## config.mk

```make
export PLATFORM = sky130hd
export DESIGN_NAME = disp_scan_ctrl_flat
export DESIGN_NICKNAME = d
export VERILOG_FILES = /design/src/rtl/disp_pkg.sv /design/src/rtl/disp_scan_ctrl_if.sv /design/src/rtl/disp_scan_ctrl_timer.sv /design/src/rtl/disp_scan_ctrl.sv /design/src/flat_wrapper.sv
export SDC_FILE = /design/constraint.sdc
export NUM_CORES = 1
export LEC_CHECK = 0
export CORE_UTILIZATION = 54
export CTS_CLUSTER_DIAMETER = 50
export DETAILED_ROUTE_END_ITERATION = 6
export GPL_TIMING_DRIVEN = 0
export PLACE_DENSITY = 0.75
export SLEW_MARGIN = 20
export SYNTH_ARGS = -nofsm -noshare
export SYNTH_HDL_FRONTEND = slang
export SYNTH_SLANG_ARGS = --single-unit
export TNS_END_PERCENT = 100
```

## constraint.sdc

```tcl
create_clock -name clk -period 1.7 [get_ports clk]
set_input_delay 0.34 -clock clk [delete_from_list [all_inputs] [get_ports clk]]
set_output_delay 0.34 -clock clk [all_outputs]
set_load 0.02 [all_outputs]
```

## src/rtl/disp_pkg.sv

```systemverilog
// Shared types and constants for the 7-seg scan controller.
package disp_pkg;

  localparam int BCD_W = 4;
  localparam logic [BCD_W-1:0] BCD_MAX = 4'd9;

  typedef enum logic [1:0] {IDLE, BLANK, SHOW} state_e;

  function automatic logic bcd_invalid(input logic [BCD_W-1:0] nib);
    return nib > BCD_MAX;
  endfunction

endpackage

```

## src/rtl/disp_scan_ctrl_if.sv

```systemverilog
// Scan controller bus: BCD source side in, decoder/display side out.
interface disp_scan_ctrl_if import disp_pkg::*; #(
  parameter int DIGITS = 4
);
  logic                      en;
  logic                      load;
  logic [BCD_W*DIGITS-1:0]   digits_in;
  logic [DIGITS-1:0]         dp_in;
  logic [BCD_W-1:0]          bcd_out;
  logic                      bi_out;
  logic [DIGITS-1:0]         sel;
  logic                      dp_out;
  logic                      frame_done;

  modport master (
    output en, load, digits_in, dp_in,
    input  bcd_out, bi_out, sel, dp_out, frame_done
  );

  modport slave (
    input  en, load, digits_in, dp_in,
    output bcd_out, bi_out, sel, dp_out, frame_done
  );
endinterface

```

## src/rtl/disp_scan_ctrl_timer.sv

```systemverilog
// Per-slot cycle counter; strobes on the last dead-time cycle and last slot cycle.
module scan_slot_timer #(
  parameter int SLOT_CYC  = 1000,
  parameter int BLANK_CYC = 16
) (
  input  logic clk,
  input  logic rst,
  input  logic run_i,
  output logic blank_end_o,
  output logic slot_end_o
);
  localparam int CW = (SLOT_CYC > 1) ? $clog2(SLOT_CYC) : 1;
  localparam logic [CW-1:0] SLOT_LAST  = CW'(SLOT_CYC - 1);
  localparam logic [CW-1:0] BLANK_LAST = CW'(BLANK_CYC - 1);

  logic [CW-1:0] cnt_q, cnt_d;

  assign blank_end_o = (cnt_q == BLANK_LAST);
  assign slot_end_o  = (cnt_q == SLOT_LAST);

  // Held at zero while stopped so a fresh slot always starts from cycle 0.
  always_comb begin
    cnt_d = '0;
    if (run_i && !slot_end_o) cnt_d = cnt_q + CW'(1);
  end

  always_ff @(posedge clk) begin
    if (rst) cnt_q <= '0;
    else     cnt_q <= cnt_d;
  end
endmodule

```

## src/rtl/disp_scan_ctrl.sv

```systemverilog
// Time-multiplexed 7-seg scan controller with double-buffered digits and dead-time.
// Optional leading-zero blanking when DISP_LZB_EN is defined.
module disp_scan_ctrl import disp_pkg::*; #(
  parameter int DIGITS    = 4,
  parameter int SLOT_CYC  = 1000,
  parameter int BLANK_CYC = 16
) (
  input  logic             clk,
  input  logic             rst,
  disp_scan_ctrl_if.slave  bus
);
  localparam int IW = $clog2(DIGITS);
  localparam logic [IW-1:0] LAST = IW'(DIGITS - 1);

  state_e                          state_q, state_d;
  logic [IW-1:0]                   idx_q, idx_d;
  logic [DIGITS-1:0][BCD_W-1:0]    shd_dig_q, shd_dig_d, act_dig_q, act_dig_d;
  logic [DIGITS-1:0]               shd_dp_q, shd_dp_d, act_dp_q, act_dp_d;
  logic [DIGITS-1:0]               lzb;
  logic                            blank_end, slot_end, frame_wrap, copy;
  logic [BCD_W-1:0]                nib;

  logic [BCD_W-1:0]  bcd_q, bcd_d;
  logic              bi_q, bi_d, dp_q, dp_d, fd_q, fd_d;
  logic [DIGITS-1:0] sel_q, sel_d;

  scan_slot_timer #(.SLOT_CYC(SLOT_CYC), .BLANK_CYC(BLANK_CYC)) u_timer (
    .clk         (clk),
    .rst         (rst),
    .run_i       (bus.en && (state_q != IDLE)),
    .blank_end_o (blank_end),
    .slot_end_o  (slot_end)
  );

  assign nib        = act_dig_q[idx_q];
  assign frame_wrap = (state_q == SHOW) && bus.en && slot_end && (idx_q == LAST);

`ifdef DISP_LZB_EN
  // lead[g]: digits g..DIGITS-1 are all zero with no decimal point among them.
  logic [DIGITS:1] lead;
  assign lead[DIGITS] = 1'b1;
  assign lzb[0]       = 1'b0;
  for (genvar g = 1; g < DIGITS; g++) begin : g_lzb
    assign lead[g] = lead[g+1] && (act_dig_q[g] == '0) && !act_dp_q[g];
    assign lzb[g]  = lead[g];
  end
`else
  assign lzb = '0;
`endif

  always_comb begin
    state_d = state_q;
    idx_d   = idx_q;
    case (state_q)
      IDLE: begin
        idx_d = '0;
        if (bus.en) state_d = BLANK;
      end
      BLANK: begin
        if (!bus.en) begin
          state_d = IDLE;
          idx_d   = '0;
        end else if (blank_end) begin
          state_d = SHOW;
        end
      end
      SHOW: begin
        if (!bus.en) begin
          state_d = IDLE;
          idx_d   = '0;
        end else if (slot_end) begin
          state_d = BLANK;
          idx_d   = (idx_q == LAST) ? '0 : idx_q + IW'(1);
        end
      end
      default: begin
        state_d = IDLE;
        idx_d   = '0;
      end
    endcase
  end

  // Shadow bypass lets a load on the frame-start cycle land in the new frame.
  always_comb begin
    shd_dig_d = bus.load ? bus.digits_in : shd_dig_q;
    shd_dp_d  = bus.load ? bus.dp_in     : shd_dp_q;
    copy      = (state_q == IDLE) || frame_wrap;
    act_dig_d = copy ? shd_dig_d : act_dig_q;
    act_dp_d  = copy ? shd_dp_d  : act_dp_q;
  end

  // en=0 darkens on the very next edge, independent of the FSM lag.
  always_comb begin
    sel_d = '0;
    bi_d  = 1'b1;
    bcd_d = '0;
    dp_d  = 1'b0;
    fd_d  = 1'b0;
    if (bus.en) begin
      case (state_q)
        BLANK: bcd_d = nib;
        SHOW: begin
          sel_d = DIGITS'(1) << idx_q;
          bcd_d = nib;
          bi_d  = bcd_invalid(nib) || lzb[idx_q];
          dp_d  = act_dp_q[idx_q];
          fd_d  = frame_wrap;
        end
        default: ;
      endcase
    end
  end

  always_ff @(posedge clk) begin
    if (rst) begin
      state_q   <= IDLE;
      idx_q     <= '0;
      shd_dig_q <= '0;
      shd_dp_q  <= '0;
      act_dig_q <= '0;
      act_dp_q  <= '0;
      sel_q     <= '0;
      bi_q      <= 1'b1;
      bcd_q     <= '0;
      dp_q      <= 1'b0;
      fd_q      <= 1'b0;
    end else begin
      state_q   <= state_d;
      idx_q     <= idx_d;
      shd_dig_q <= shd_dig_d;
      shd_dp_q  <= shd_dp_d;
      act_dig_q <= act_dig_d;
      act_dp_q  <= act_dp_d;
      sel_q     <= sel_d;
      bi_q      <= bi_d;
      bcd_q     <= bcd_d;
      dp_q      <= dp_d;
      fd_q      <= fd_d;
    end
  end

  assign bus.sel        = sel_q;
  assign bus.bi_out     = bi_q;
  assign bus.bcd_out    = bcd_q;
  assign bus.dp_out     = dp_q;
  assign bus.frame_done = fd_q;
endmodule
```

## src/flat_wrapper.sv

```systemverilog
// flat-port wrapper written by rule: the top's interface ports become plain ports
module disp_scan_ctrl_flat import disp_pkg::*;
#(
  parameter int DIGITS    = 4,
  parameter int SLOT_CYC  = 1000,
  parameter int BLANK_CYC = 16
)
  (clk, rst, bus_en, bus_load, bus_digits_in, bus_dp_in, bus_bcd_out, bus_bi_out, bus_sel, bus_dp_out, bus_frame_done);
  disp_scan_ctrl_if #(.DIGITS(DIGITS)) bus_i ();
  input  logic clk;
  input  logic rst;
  input wire logic [$bits(bus_i.en)-1:0] bus_en;
  input wire logic [$bits(bus_i.load)-1:0] bus_load;
  input wire logic [$bits(bus_i.digits_in)-1:0] bus_digits_in;
  input wire logic [$bits(bus_i.dp_in)-1:0] bus_dp_in;
  output wire logic [$bits(bus_i.bcd_out)-1:0] bus_bcd_out;
  output wire logic [$bits(bus_i.bi_out)-1:0] bus_bi_out;
  output wire logic [$bits(bus_i.sel)-1:0] bus_sel;
  output wire logic [$bits(bus_i.dp_out)-1:0] bus_dp_out;
  output wire logic [$bits(bus_i.frame_done)-1:0] bus_frame_done;
  assign bus_i.en = bus_en;
  assign bus_i.load = bus_load;
  assign bus_i.digits_in = bus_digits_in;
  assign bus_i.dp_in = bus_dp_in;
  assign bus_bcd_out = bus_i.bcd_out;
  assign bus_bi_out = bus_i.bi_out;
  assign bus_sel = bus_i.sel;
  assign bus_dp_out = bus_i.dp_out;
  assign bus_frame_done = bus_i.frame_done;
  disp_scan_ctrl #(.DIGITS(DIGITS), .SLOT_CYC(SLOT_CYC), .BLANK_CYC(BLANK_CYC)) u_core (.clk(clk), .rst(rst), .bus(bus_i));
endmodule
```

## Word level (Yosys, flattened, before mapping)

Cells that the tools add are included.

- Bits in registers: 65

- $add $sub $neg: 2
- Magnitude comparators: 2
- Eq/ne operators: 9
- Shift operators: 1
- Mux-type cells: 19
- Bitwise operators: 4
- Reductions and logical operators: 16

Operator list:

| kind | number |
|---|---|
| 2-bit 2-to-1 mux | 9 |
| 16-bit 2-to-1 mux | 1 |
| 10-bit by 1-bit adder with 10-bit output, second input constant | 1 |
| 10-bit == test, second input constant | 1 |
| 10-bit by 4-bit == test with 1-bit output, second input constant | 1 |
| 4-bit binary-select mux with 2-bit select | 1 |
| 4-bit 2-to-1 mux | 2 |
| 3-bit by 2-bit inequality test with 1-bit output, second input constant | 2 |
| 2-bit case mux with 3 select lines | 1 |
| 3-bit OR reduction | 2 |
| 1-bit logical AND | 5 |
| 1-bit binary-select mux with 2-bit select | 2 |
| 2-bit == test, second input constant | 2 |
| 4-bit > comparator, second input constant | 1 |
| 2-bit inequality test, second input constant | 2 |
| 1-bit inverter | 4 |
| 2-bit case mux with 2 select lines | 1 |
| 2-bit OR reduction | 2 |
| 1-bit by 2-bit << shifter with 4-bit output, first input constant | 1 |
| 2-bit by 3-bit less-than comparator with 1-bit output, second input constant | 1 |
| 3-bit AND reduction | 1 |
| 2-bit by 1-bit adder with 2-bit output, second input constant | 1 |
| 2-bit by 1-bit == test with 1-bit output, second input constant | 1 |
| 2-bit zero test | 1 |
| other kinds (5) | 7 |

## Depth between registers and ports, before layout

Gate-level depths: netlist of run 1.

- Word-level depth: 5
- Mapped depth: 7

## By module

From an unflattened synthesis of run 1, not the netlist that was laid out.

- Cell total of the unflattened synthesis: 252
- Area, all modules: 2671.3 um^2

By module, submodules not included:

| module | times used | cells an instance | area an instance (um^2) |
|---|---|---|---|
| disp_scan_ctrl | 1 | 198 | 2210.9 |
| scan_slot_timer | 1 | 54 | 460.4 |

## Worst setup path after synthesis of run 1

OpenSTA, ideal clock, no wires.

- Kind: reg-to-reg
- Start: register u_core.u_timer.cnt_q[0]
- End: register u_core.act_dig_q[0] (netlist bit)
- Data arrival time: 1419 ps
- Data required time: 1585 ps
- Setup slack: 166 ps
- Cell stages (with the launch flop): 6
- Buffers on the path: 1
- Clock period less this slack: 1534 ps
- Cell sequence: dfxtp_1 > ha_1 > nand4b_4 > o41ai_4 > buf_6 > o21ai_2

- Longest elaborated chain between the ends: 4

Ends and longest elaborated chain:

| element | RTL line | text |
|---|---|---|
| from (decl) | disp_scan_ctrl_timer.sv:16 | `logic [CW-1:0] cnt_q, cnt_d;` |
| from (signal assigned) | disp_scan_ctrl_timer.sv:29 | `else cnt_q <= cnt_d;` |
| 10-bit == test | disp_scan_ctrl_timer.sv:19 | `assign slot_end_o = (cnt_q == SLOT_LAST);` |
| 1-bit logical AND (2 in a row) | disp_scan_ctrl.sv:36 | `assign frame_wrap = (state_q == SHOW) && bus.en && slot_end && (idx_q == LAST);` |
| 1-bit logical OR | disp_scan_ctrl.sv:87 | `copy = (state_q == IDLE) \|\| frame_wrap;` |
| to (signal assigned) | disp_scan_ctrl.sv:132 | `act_dig_q <= act_dig_d;` |
| to (decl) | disp_scan_ctrl.sv:17 | `logic [DIGITS-1:0][BCD_W-1:0] shd_dig_q, shd_dig_d, act_dig_q, act_dig_d;` |

No other way between the ends.
A chain may end at the register's enable or synchronous reset.

## Worst setup path after layout of run 1

- Start: register u_core.u_timer.cnt_q[0]
- End: register u_core.u_timer.cnt_q[6]

- Longest elaborated chain between the ends: 5

Ends and longest elaborated chain:

| element |
|---|
| parallel branches: the longest is 5 deep, another holds 10-bit by 1-bit adder with 10-bit output |

Parallel ways; which one is timed is not known.

==> reports/metrics.yaml, run 1 <==
cp_data_arrival_time_ns: 1.90
netlist_instances: 267
floorplan.initialDensity: 0.571
multi_input_area_sq_um: 1330
grt_pass1_wl_um: 8780
synth-edff-count: 0
critPathTopFamily: "simple AND/OR/NAND/NOR gates"
seq_area_frac_synth: 0.473
synth_area_sq_um: 2750
reg2reg_setup_slack_ns: 0.07
synth_cell_types: 38
most-common-layout-cells: "65 x dfxtp_1, 31 x nor2_1, 31 x clkdlybuf4s50_1"
synth_ff_type: "dfxtp_1"
cp-startpoint: "u_core.u_timer.cnt_q[0]$_SDFF_PP0_"
place.gp.congestion: 0.892
antenna_found_initial: 0
dp_hpwl_um: 3590
min_period_ns: 1.63
via_count: 1950
num_rows: 25
grt_pass1_vias: 1883
timing.rr.start: "u_core.u_timer.cnt_q[0]$_SDFF_PP0_"
cap_viol_max_count: 0
hold_path.class: "register to register"
num_antenna_cells: 0
nNetsFinal: 340
reg2regPathDepth: 6
clock_latency_ns: 0.35
post-route-period-util: 0.957
drc: 0
max_freq_mhz: 615
status: "completed"
via_per_inst: 5.12
fin_area_sq_um: 3370
cts_buffers: 9
slew_violations: 0
core_sq_um: 4820
crit_required_ns: 1.97
routed_wl_um: 5210
syn_to_final_growth_pct: 22.4
whs_ns: 0.447
criticalPathCategory: "register to register"
final_layout_size_suffix_gt1_frac: 0.178
io_pins: 35
wire_per_inst_um: 13.7
dieHeight_um: 73.3
fillerInstances: 396
dpl_cell_area_sq_um: 3140
grt_max_degree: 12
portBuffers: 31
ys_warn_count: 0
r2r-end: "u_core.u_timer.cnt_q[6]$_SDFF_PP0_"
cts_tree: "built"
irDropWorstVdd_mv: 0.789
syn_nets: 297
p_leak_nw: 1.34
overflow: 0
cp_slowest_cell: "or4b_1"
cp_cell_sequence: "ha_1 > nand4b_4 > nor3_2 > or4b_1 > buf_6 > nor2_1"
htree_levels: 3
die_w_um: 73.3
grt_setup_unrepaired: "no"
worst-path-max-fanout: 10
ff_latch_area_sq_um: 1300
worst_clock_skew_ns: 0.0123
clockRootBuffer: "clkbuf_8"
crit_buf_inv: 1
endpoint: "u_core.u_timer.cnt_q[6]$_SDFF_PP0_"
slowest_delay_ns: 0.49
drt_first_pass_iters: 5
postLayoutCoreUtil: 0.699
worstSetupPathDepth: 6
finalSetupViolCount: 0
end_kind: "register"
drt_iter0_drc: 78
grt_use_total: 0.224
worst_pin_slew_ns: 0.566
postSynthAreaPerCell_sq_um: 10.3
final_hold_viol_count: 0
final_common_cell: "dfxtp_1"
totalPowerFinal_mw: 4.00
p_per_area_nw_per_um2: 1190
critPathLaunchType: "register"
die_area_sq_um: 5380
cts.reportedPaths.clkPinSlew_ns: 0.07
ant_nets: 0
synth_seq_cells: 65
ctsLongestPathBuffers: 2
maxSlewHeadroom: 0.623
synthArstFlopShare: 0
numClockSinks: 65
final cells by class:
type / instances / area share
tap: 67 / 0.0249
clock inverter: 5 / 0.0242
sequential: 65 / 0.387
inverter: 6 / 0.00669
clock buffer: 10 / 0.0379
multi-input combinational: 180 / 0.394
buffer: 16 / 0.0312
timing repair buffer: 32 / 0.0944
routing by layer:
metal,up-vias,global-route usage,part of all wire
met1,894,0.281,0.48
met3,15,0.0727,0.050
met4,0,0.130,0.027
met2,47,0.337,0.44
met5,-,0,0
li1,994,-,-
what timing repair did:
| action | CTS | global route |
|---|---|---|
| hold endpoints to repair | 0 | 0 |
| setup buffers | 1 | 0 |
| endpoints found under the setup margin | 20 | 20 |
| hold buffers | 0 | 0 |
| pin swaps | 1 | 0 |
| gates resized for setup | 0 | 3 |
how the worst min path moves through the flow:
stage | start | end | slack [ns] | cells past startpoint
4_1_cts | u_core.u_timer.cnt_q[0]$_SDFF_PP0_ | u_core.u_timer.cnt_q[0]$_SDFF_PP0_ | 0.45 | 1
3_3_place_gp | u_core.u_timer.cnt_q[0]$_SDFF_PP0_ | u_core.u_timer.cnt_q[0]$_SDFF_PP0_ | 0.43 | 1
6_report | u_core.u_timer.cnt_q[0]$_SDFF_PP0_ | u_core.u_timer.cnt_q[0]$_SDFF_PP0_ | 0.45 | 1
2_1_floorplan | u_core.u_timer.cnt_q[0]$_SDFF_PP0_ | u_core.u_timer.cnt_q[0]$_SDFF_PP0_ | 0.42 | 1
3_5_place_dp | u_core.u_timer.cnt_q[0]$_SDFF_PP0_ | u_core.u_timer.cnt_q[0]$_SDFF_PP0_ | 0.44 | 1
5_1_grt | u_core.u_timer.cnt_q[0]$_SDFF_PP0_ | u_core.u_timer.cnt_q[0]$_SDFF_PP0_ | 0.47 | 1
stage by stage:
stage	instances	setup WS [ns]	TNS [ns]
3_3_place_gp	365	0.0144	0
6_report	381	0.0734	0
2_1_floorplan	267	0.166	0
3_5_place_dp	365	-0.0155	-0.179
5_1_grt	381	0.00203	0
4_1_cts	381	0.0513	0
power breakdown:
| part | leakage [nW] | switching [mW] | internal [mW] |
|---|---|---|---|
| Sequential | 0.532 | 0.0653 | 1.66 |
| Clock | 0.102 | 0.573 | 0.817 |
| Combinational | 0.704 | 0.493 | 0.394 |
| Total | 1.34 | 1.13 | 2.87 |
sequential cells by signal, summed over array words and instances (netlist names):
register,cells
u_core.act_dig_q,16
u_core.bus.sel,4
u_core.bus.bi_out,1
u_core.act_dp_q,4
u_core.shd_dp_q,4
u_core.shd_dig_q,16
u_core.bus.bcd_out,4
u_core.u_timer.cnt_q,10
u_core.bus.dp_out,1
u_core.idx_q,2
u_core.state_q,2
u_core.bus.frame_done,1
synthesized netlist by cell type (4+ instances only):
cell / instances / area share
clkbuf_1: 8 / 0.011
xnor2_1: 5 / 0.016
ha_1: 6 / 0.027
nor2_1: 31 / 0.042
nor4_1: 5 / 0.011
o21ai_2: 20 / 0.064
mux4_2: 5 / 0.041
buf_6: 5 / 0.020
nand3_1: 4 / 0.0073
dfxtp_1: 65 / 0.47
nand2_1: 25 / 0.034
and2_1: 7 / 0.016
nand2b_1: 21 / 0.048
mux2i_1: 21 / 0.076
inv_1: 6 / 0.0082
logic make-up after synthesis:
group / synth area share
AND/OR/NAND/NOR: 0.213
multiplexers: 0.117
buffers and inverters: 0.0451
adder cells (fa/ha/maj): 0.0273
flip-flops: 0.473
XOR/XNOR: 0.0255
AO/OA/AOI/OAI: 0.0983
Note: power is estimated with default switching activity, not from simulation.
==> inputs of run 2 (changes only) <==
--- a/config.mk
+++ b/config.mk
@@ -7,10 +7,10 @@
 export LEC_CHECK = 0
 export CORE_UTILIZATION = 54
 export CTS_CLUSTER_DIAMETER = 50
+export CTS_CLUSTER_SIZE = 40
 export DETAILED_ROUTE_END_ITERATION = 6
 export GPL_TIMING_DRIVEN = 0
 export PLACE_DENSITY = 0.75
-export SLEW_MARGIN = 20
 export SYNTH_ARGS = -nofsm -noshare
 export SYNTH_HDL_FRONTEND = slang
 export SYNTH_SLANG_ARGS = --single-unit
==> constraint.sdc (replaced) <==
create_clock -name clk -period 1.6 [get_ports clk]
set_input_delay 0.32 -clock clk [delete_from_list [all_inputs] [get_ports clk]]
set_output_delay 0.32 -clock clk [all_outputs]
set_load 0.02 [all_outputs]
==> run 2 against run 1 <==
  * Combinational power grew 10%
  * Highest routed layer unchanged
  * Register-to-register slack is essentially flat
  * Wire length is essentially flat
  * Clock power grew 6%
==> reports/metrics.yaml, run 2 (synthesized netlist as in run 1, its figures left out) <==
status: "completed"
grt_setup_unrepaired: "no"
worst_pin_slew_ns: 0.557  # -0.00818 ns
slew_violations: 0  # unchanged
most-common-layout-cells: "57 x dfxtp_1, 31 x nor2_1, 29 x clkdlybuf4s50_1"
postLayoutCoreUtil: 0.708  # +0.00961
place_ws_ns: -0.115  # -0.100 ns
drt_iter0_drc: 89  # +14%
num_antenna_cells: 0  # unchanged
criticalPathCategory: "register to primary output"
grt_pass1_wl_um: 8740  # -0.39%
portBuffers: 31  # unchanged
floorplan.initialDensity: 0.571  # unchanged
worst-path-max-fanout: 1  # -9
p_per_area_nw_per_um2: 1260  # +5.8%
min_period_ns: 1.56
worstSetupPathDepth: 1  # -5
grt_max_degree: 12  # unchanged
clockRootBuffer: "clkbuf_8"
reg.largest.list: "u_core.act_dig_q: 16 flops, u_core.shd_dig_q: 16 flops, u_core.u_timer.cnt_q: 10 flops"
final_common_cell: "dfxtp_1"
io_pins: 35  # unchanged
cp_data_arrival_time_ns: 1.24  # -0.66 ns
dp.cells: 365  # unchanged
hold_path.class: "register to register"
cts_hold_buf: 0  # unchanged
grt_pass1_vias: 1857  # -1.4%
fillerInstances: 390  # -1.5%
critPathTopFamily: "buffers and inverters"
reg2regPathDepth: 6  # unchanged
via_count: 1968  # +0.92%
crit_buf_inv: 1  # unchanged
die_area_sq_um: 5380  # unchanged
finalSetupViolCount: 0  # unchanged
end_kind: "primary output"
maxSlewHeadroom: 0.628  # +0.00546
final_hold_viol_count: 0  # unchanged
final_layout_size_suffix_gt1_frac: 0.213  # +0.0350
cp_slowest_cell: "clkdlybuf4s50_1"
htree_levels: 3  # unchanged
dieHeight_um: 73.3  # unchanged
grt_use_total: 0.223  # -0.000877
num_rows: 25  # unchanged
cts_tree: "built"
overflow: 0  # unchanged
fin_ws_ns: 0.0394  # -0.0340 ns
via_per_inst: 5.17  # +0.92%
wire_per_inst_um: 13.7  # about the same
drt_first_pass_iters: 4  # -1
endpoint: "bus_sel[1]"
critPathLaunchType: "register"
timing.rr.start: "u_core.u_timer.cnt_q[0]$_SDFF_PP0_"
ctsLongestPathBuffers: 2  # unchanged
dp_hpwl_um: 3590  # unchanged
reg2reg_setup_slack_ns: 0.06  # about the same
die_w_um: 73.3  # unchanged
irDropWorstVdd_mv: 0.835  # +5.8%
cts.reportedPaths.clkPinSlew_ns: 0.07  # about the same
numClockSinks: 65  # unchanged
crit_required_ns: 1.28  # -0.69 ns
top_layer_used: "met4"
post-route-period-util: 0.975
drc: 0  # unchanged
nNetsFinal: 340  # unchanged
worst_clock_skew_ns: 0.0106  # -0.00162 ns
slowest_delay_ns: 0.59  # +0.10 ns
final_cells: 381  # unchanged
syn_to_final_growth_pct: 24.1
dr_wl_met2_um: 2320  # +0.74%
p_leak_nw: 1.37  # +2.4%
cp_cell_sequence: "clkdlybuf4s50_1"
r2r-end: "u_core.u_timer.cnt_q[6]$_SDFF_PP0_"
ant_nets: 0  # unchanged
wl_met1_um: 2520  # +0.80%
place.gp.congestion: 0.892  # unchanged
antenna_found_initial: 0  # unchanged
cts_buffers: 9  # unchanged
core_sq_um: 4820  # unchanged
clock_latency_ns: 0.35  # about the same
routed_wl_um: 5200  # about the same
cap_viol_max_count: 0  # unchanged
max_freq_mhz: 641
route.met3.wl_um: 227  # -13%
cp-startpoint: "u_core.bus.sel[1]$_SDFF_PP0_"
==> run 2: repair_timing <==
item | in CTS | in global routing
pin swaps | 1 | 1
endpoints found under the setup margin | 23 | 30
resized for setup | 8 | 16
buffers inserted | 1 | 0
==> run 2: final cells by class <==
cell class                      count  area, sq um  share of cell area
Buffer                             16          116              0.0341
Tap cell                           67         83.8              0.0246
Multi-Input combinational cell    180         1340               0.394
Clock inverter                      5         81.3              0.0238
Sequential cell                    65         1310               0.385
Timing Repair Buffer               32          323              0.0946
Clock buffer                       10          128              0.0374
Inverter                            6         22.5             0.00660
==> run 2: how the worst min path moves through the flow <==
stage	startpoint	to	slack (ns)	depth (start not counted)
after floorplan	u_core.u_timer.cnt_q[0]$_SDFF_PP0_	u_core.u_timer.cnt_q[0]$_SDFF_PP0_	0.42	1
after global placement	u_core.u_timer.cnt_q[0]$_SDFF_PP0_	u_core.u_timer.cnt_q[0]$_SDFF_PP0_	0.43	1
after detailed placement	u_core.u_timer.cnt_q[0]$_SDFF_PP0_	u_core.u_timer.cnt_q[0]$_SDFF_PP0_	0.44	1
after CTS	u_core.u_timer.cnt_q[0]$_SDFF_PP0_	u_core.u_timer.cnt_q[0]$_SDFF_PP0_	0.45	1
after global routing	u_core.u_timer.cnt_q[0]$_SDFF_PP0_	u_core.u_timer.cnt_q[0]$_SDFF_PP0_	0.45	1
final	u_core.u_timer.cnt_q[0]$_SDFF_PP0_	u_core.u_timer.cnt_q[0]$_SDFF_PP0_	0.44	1
==> run 2: per-stage QoR <==
stage               TNS [ns]  total power, mW  hold slack (ns)  instance area, sq um
finish                     0             4.29            0.438                  3410
global placement       -1.63             2.77            0.428                  3140
global route               0             4.49            0.450                  3410
detailed placement     -2.18             2.77            0.435                  3140
CTS                        0             4.30            0.453                  3380
floorplan                  0             2.53            0.417                  2750
==> run 2: layer usage <==
layer  up-vias  GRT usage
li1       1002          -
met1       900      0.288
met2        51      0.331
met3        15     0.0658
met4         0      0.132
met5         -          0
==> run 2: power by group <==
part / switching [mW] / total [mW] / internal, mW
logic: 0.532 / 0.980 / 0.448
registers: 0.0716 / 1.84 / 1.77
clock network: 0.608 / 1.48 / 0.868
total: 1.21 / 4.29 / 3.08
==> inputs of run 3 (changes only) <==
--- a/config.mk
+++ b/config.mk
@@ -11,6 +11,7 @@
 export DETAILED_ROUTE_END_ITERATION = 6
 export GPL_TIMING_DRIVEN = 0
 export PLACE_DENSITY = 0.75
+export RECOVER_POWER = 50
 export SYNTH_ARGS = -nofsm -noshare
 export SYNTH_HDL_FRONTEND = slang
 export SYNTH_SLANG_ARGS = --single-unit
==> run 3 against run 2 <==
  * Sequential share of layout area is 0.099 points higher
  * Sequential power hardly changed
  * Clock skew hardly changed
  * Critical path depth stayed put
  * Worst hold slack worse by 0.00070 ns
  * Utilization is 0.18 points lower
  * Sequential cell count stayed put
  * Cell count stayed put
  * Critical endpoint unchanged
  * Highest routed layer unchanged
==> reports/metrics.yaml, run 3 (synthesized netlist as in run 1, its figures left out) <==
grt_setup_unrepaired: "no"
most-common-layout-cells: "57 x dfxtp_1, 31 x nor2_1, 29 x clkdlybuf4s50_1"
io_pins: 35  # unchanged
final_common_cell: "dfxtp_1"
min_period_ns: 1.56  # -0.00159 ns
overflow: 0  # unchanged
grt_pass1_wl_um: 8740  # unchanged
finalSetupTns_ns: 0  # unchanged
ant_nets: 0  # unchanged
wire_per_inst_um: 13.6  # -0.12%
crit_buf_inv: 1  # unchanged
cp_data_arrival_time_ns: 1.24  # about the same
via_count: 1969  # +0.051%
p_per_area_nw_per_um2: 1260  # about the same
totalPowerFinal_mw: 4.29  # -0.19%
switchingPower_mw: 1.20  # -0.60%
swShare: 0.281  # -0.00115
slowest_delay_ns: 0.59  # about the same
cts_tree: "built"
clock_latency_ns: 0.35  # about the same
die_area_sq_um: 5380  # unchanged
status: "completed"
grt_max_degree: 12  # unchanged
num_rows: 25  # unchanged
p_clk_frac: 0.343  # about the same
cts.reportedPaths.clkPinSlew_ns: 0.07  # about the same
p_leak_nw: 1.35  # -1.7%
crit_required_ns: 1.28  # about the same
numClockSinks: 65  # unchanged
num_antenna_cells: 0  # unchanged
place.gp.congestion: 0.892  # unchanged
dpl_cell_area_sq_um: 3140  # unchanged
irDropWorstVdd_mv: 0.833  # -0.19%
p_int_mw: 3.08  # about the same
critPathLaunchType: "register"
clockRootBuffer: "clkbuf_8"
grt_use_total: 0.223  # unchanged
grt_pass1_vias: 1857  # unchanged
nNetsFinal: 340  # unchanged
core_sq_um: 4820  # unchanged
cp_cell_sequence: "clkdlybuf4s50_1"
worst-path-max-fanout: 1  # unchanged
dp_hpwl_um: 3590  # unchanged
cts_buffers: 9  # unchanged
antenna_found_initial: 0  # unchanged
hold_path.class: "register to register"
criticalPathCategory: "register to primary output"
max_freq_mhz: 641  # +0.10%
cp_slowest_cell: "clkdlybuf4s50_1"
drc: 0  # unchanged
ctsLongestPathBuffers: 2  # unchanged
final_layout_size_suffix_gt1_frac: 0.213  # unchanged
dieHeight_um: 73.3  # unchanged
critPathTopFamily: "buffers and inverters"
cap_viol_max_count: 0  # unchanged
postLayoutCoreUtil: 0.706  # -0.00182
drt_first_pass_iters: 4  # unchanged
end_kind: "primary output"
reg.largest.list: "u_core.act_dig_q: 16 flops, u_core.shd_dig_q: 16 flops, u_core.u_timer.cnt_q: 10 flops"
htree_levels: 3  # unchanged
die_w_um: 73.3  # unchanged
worst_pin_slew_ns: 0.558  # +0.0000718 ns
fillerInstances: 390  # unchanged
cts_hold_buf: 0  # unchanged
post-route-period-util: 0.974  # -0.000995
syn_to_final_growth_pct: 23.8
maxSlewHeadroom: 0.628  # about the same
via_per_inst: 5.17  # about the same
fin_area_sq_um: 3400  # -0.26%
p_seq_frac: 0.429  # about the same
finalSetupViolCount: 0  # unchanged
worst_clock_skew_ns: 0.0108  # +0.000192 ns
routed_wl_um: 5200  # -0.12%
slew_violations: 0  # unchanged
combPwrFrac: 0.228  # about the same
portBuffers: 31  # unchanged
floorplan.initialDensity: 0.571  # unchanged
drt_iter0_drc: 105  # +18%
final_hold_viol_count: 0  # unchanged
[run 3: changes by cell type in the layout (fill, tap and decap cells not counted)]
cell / previous run / this run
and2_1: 7 / 4
and2_0: 0 / 3
clkbuf_1: 8 / 9
dlymetal6s2s_1: 1 / 0
[run 3: final timing paths]
kind | from | end | slack [ns] | cells after the start
max | u_core.bus.sel[1]$_SDFF_PP0_ | bus_sel[1] | 0.04 | 1
min | u_core.u_timer.cnt_q[0]$_SDFF_PP0_ | u_core.u_timer.cnt_q[0]$_SDFF_PP0_ | 0.44 | 1
max reg2reg | u_core.u_timer.cnt_q[0]$_SDFF_PP0_ | u_core.u_timer.cnt_q[6]$_SDFF_PP0_ | 0.06 | 6
min reg2reg | u_core.u_timer.cnt_q[0]$_SDFF_PP0_ | u_core.u_timer.cnt_q[0]$_SDFF_PP0_ | 0.44 | 1
[run 3: repair_timing]
action | in CTS | in global routing
gates resized for setup | 8 | 16
endpoints found under the setup margin | 23 | 30
pin swaps | 1 | 1
setup buffers | 1 | 0
[run 3: routing by layer]
| layer | share of wire | GRT usage | vias to the layer above |
|---|---|---|---|
| li1 | - | - | 1000 |
| met1 | 0.48 | 0.288 | 911 |
| met2 | 0.44 | 0.331 | 43 |
| met3 | 0.042 | 0.0658 | 15 |
| met4 | 0.030 | 0.132 | 0 |
| met5 | 0 | 0 | - |
[run 3: power by group through the flow]
stage	sequential [mW]	combinational, mW	clock [mW]
floorplan	1.85	0.683	0
global placement	1.86	0.907	0
detailed placement	1.86	0.910	0
CTS	1.83	0.972	1.50
global route	1.86	1.07	1.56
finish	1.84	0.977	1.47
[run 3: per-stage QoR]
| step | instances | hold WS [ns] | worst slack, ns |
|---|---|---|---|
| 6_report | 381 | 0.437 | 0.0409 |
| 5_1_grt | 381 | 0.450 | 0.0000917 |
| 4_1_cts | 381 | 0.453 | 0.0162 |
| 3_5_place_dp | 365 | 0.435 | -0.115 |
| 3_3_place_gp | 365 | 0.428 | -0.0856 |
| 2_1_floorplan | 267 | 0.417 | 0.0655 |
[run 3: layout make-up]
type,count,area [sq um],area share
well taps,67,83.8,0.0246
inverters,6,22.5,0.00662
flip-flops and latches,65,1310,0.386
clock buffers,10,128,0.0375
plain buffers,16,116,0.0342
repair buffers,32,314,0.0923
multi-input cells,180,1340,0.395
clock inverters,5,81.3,0.0239
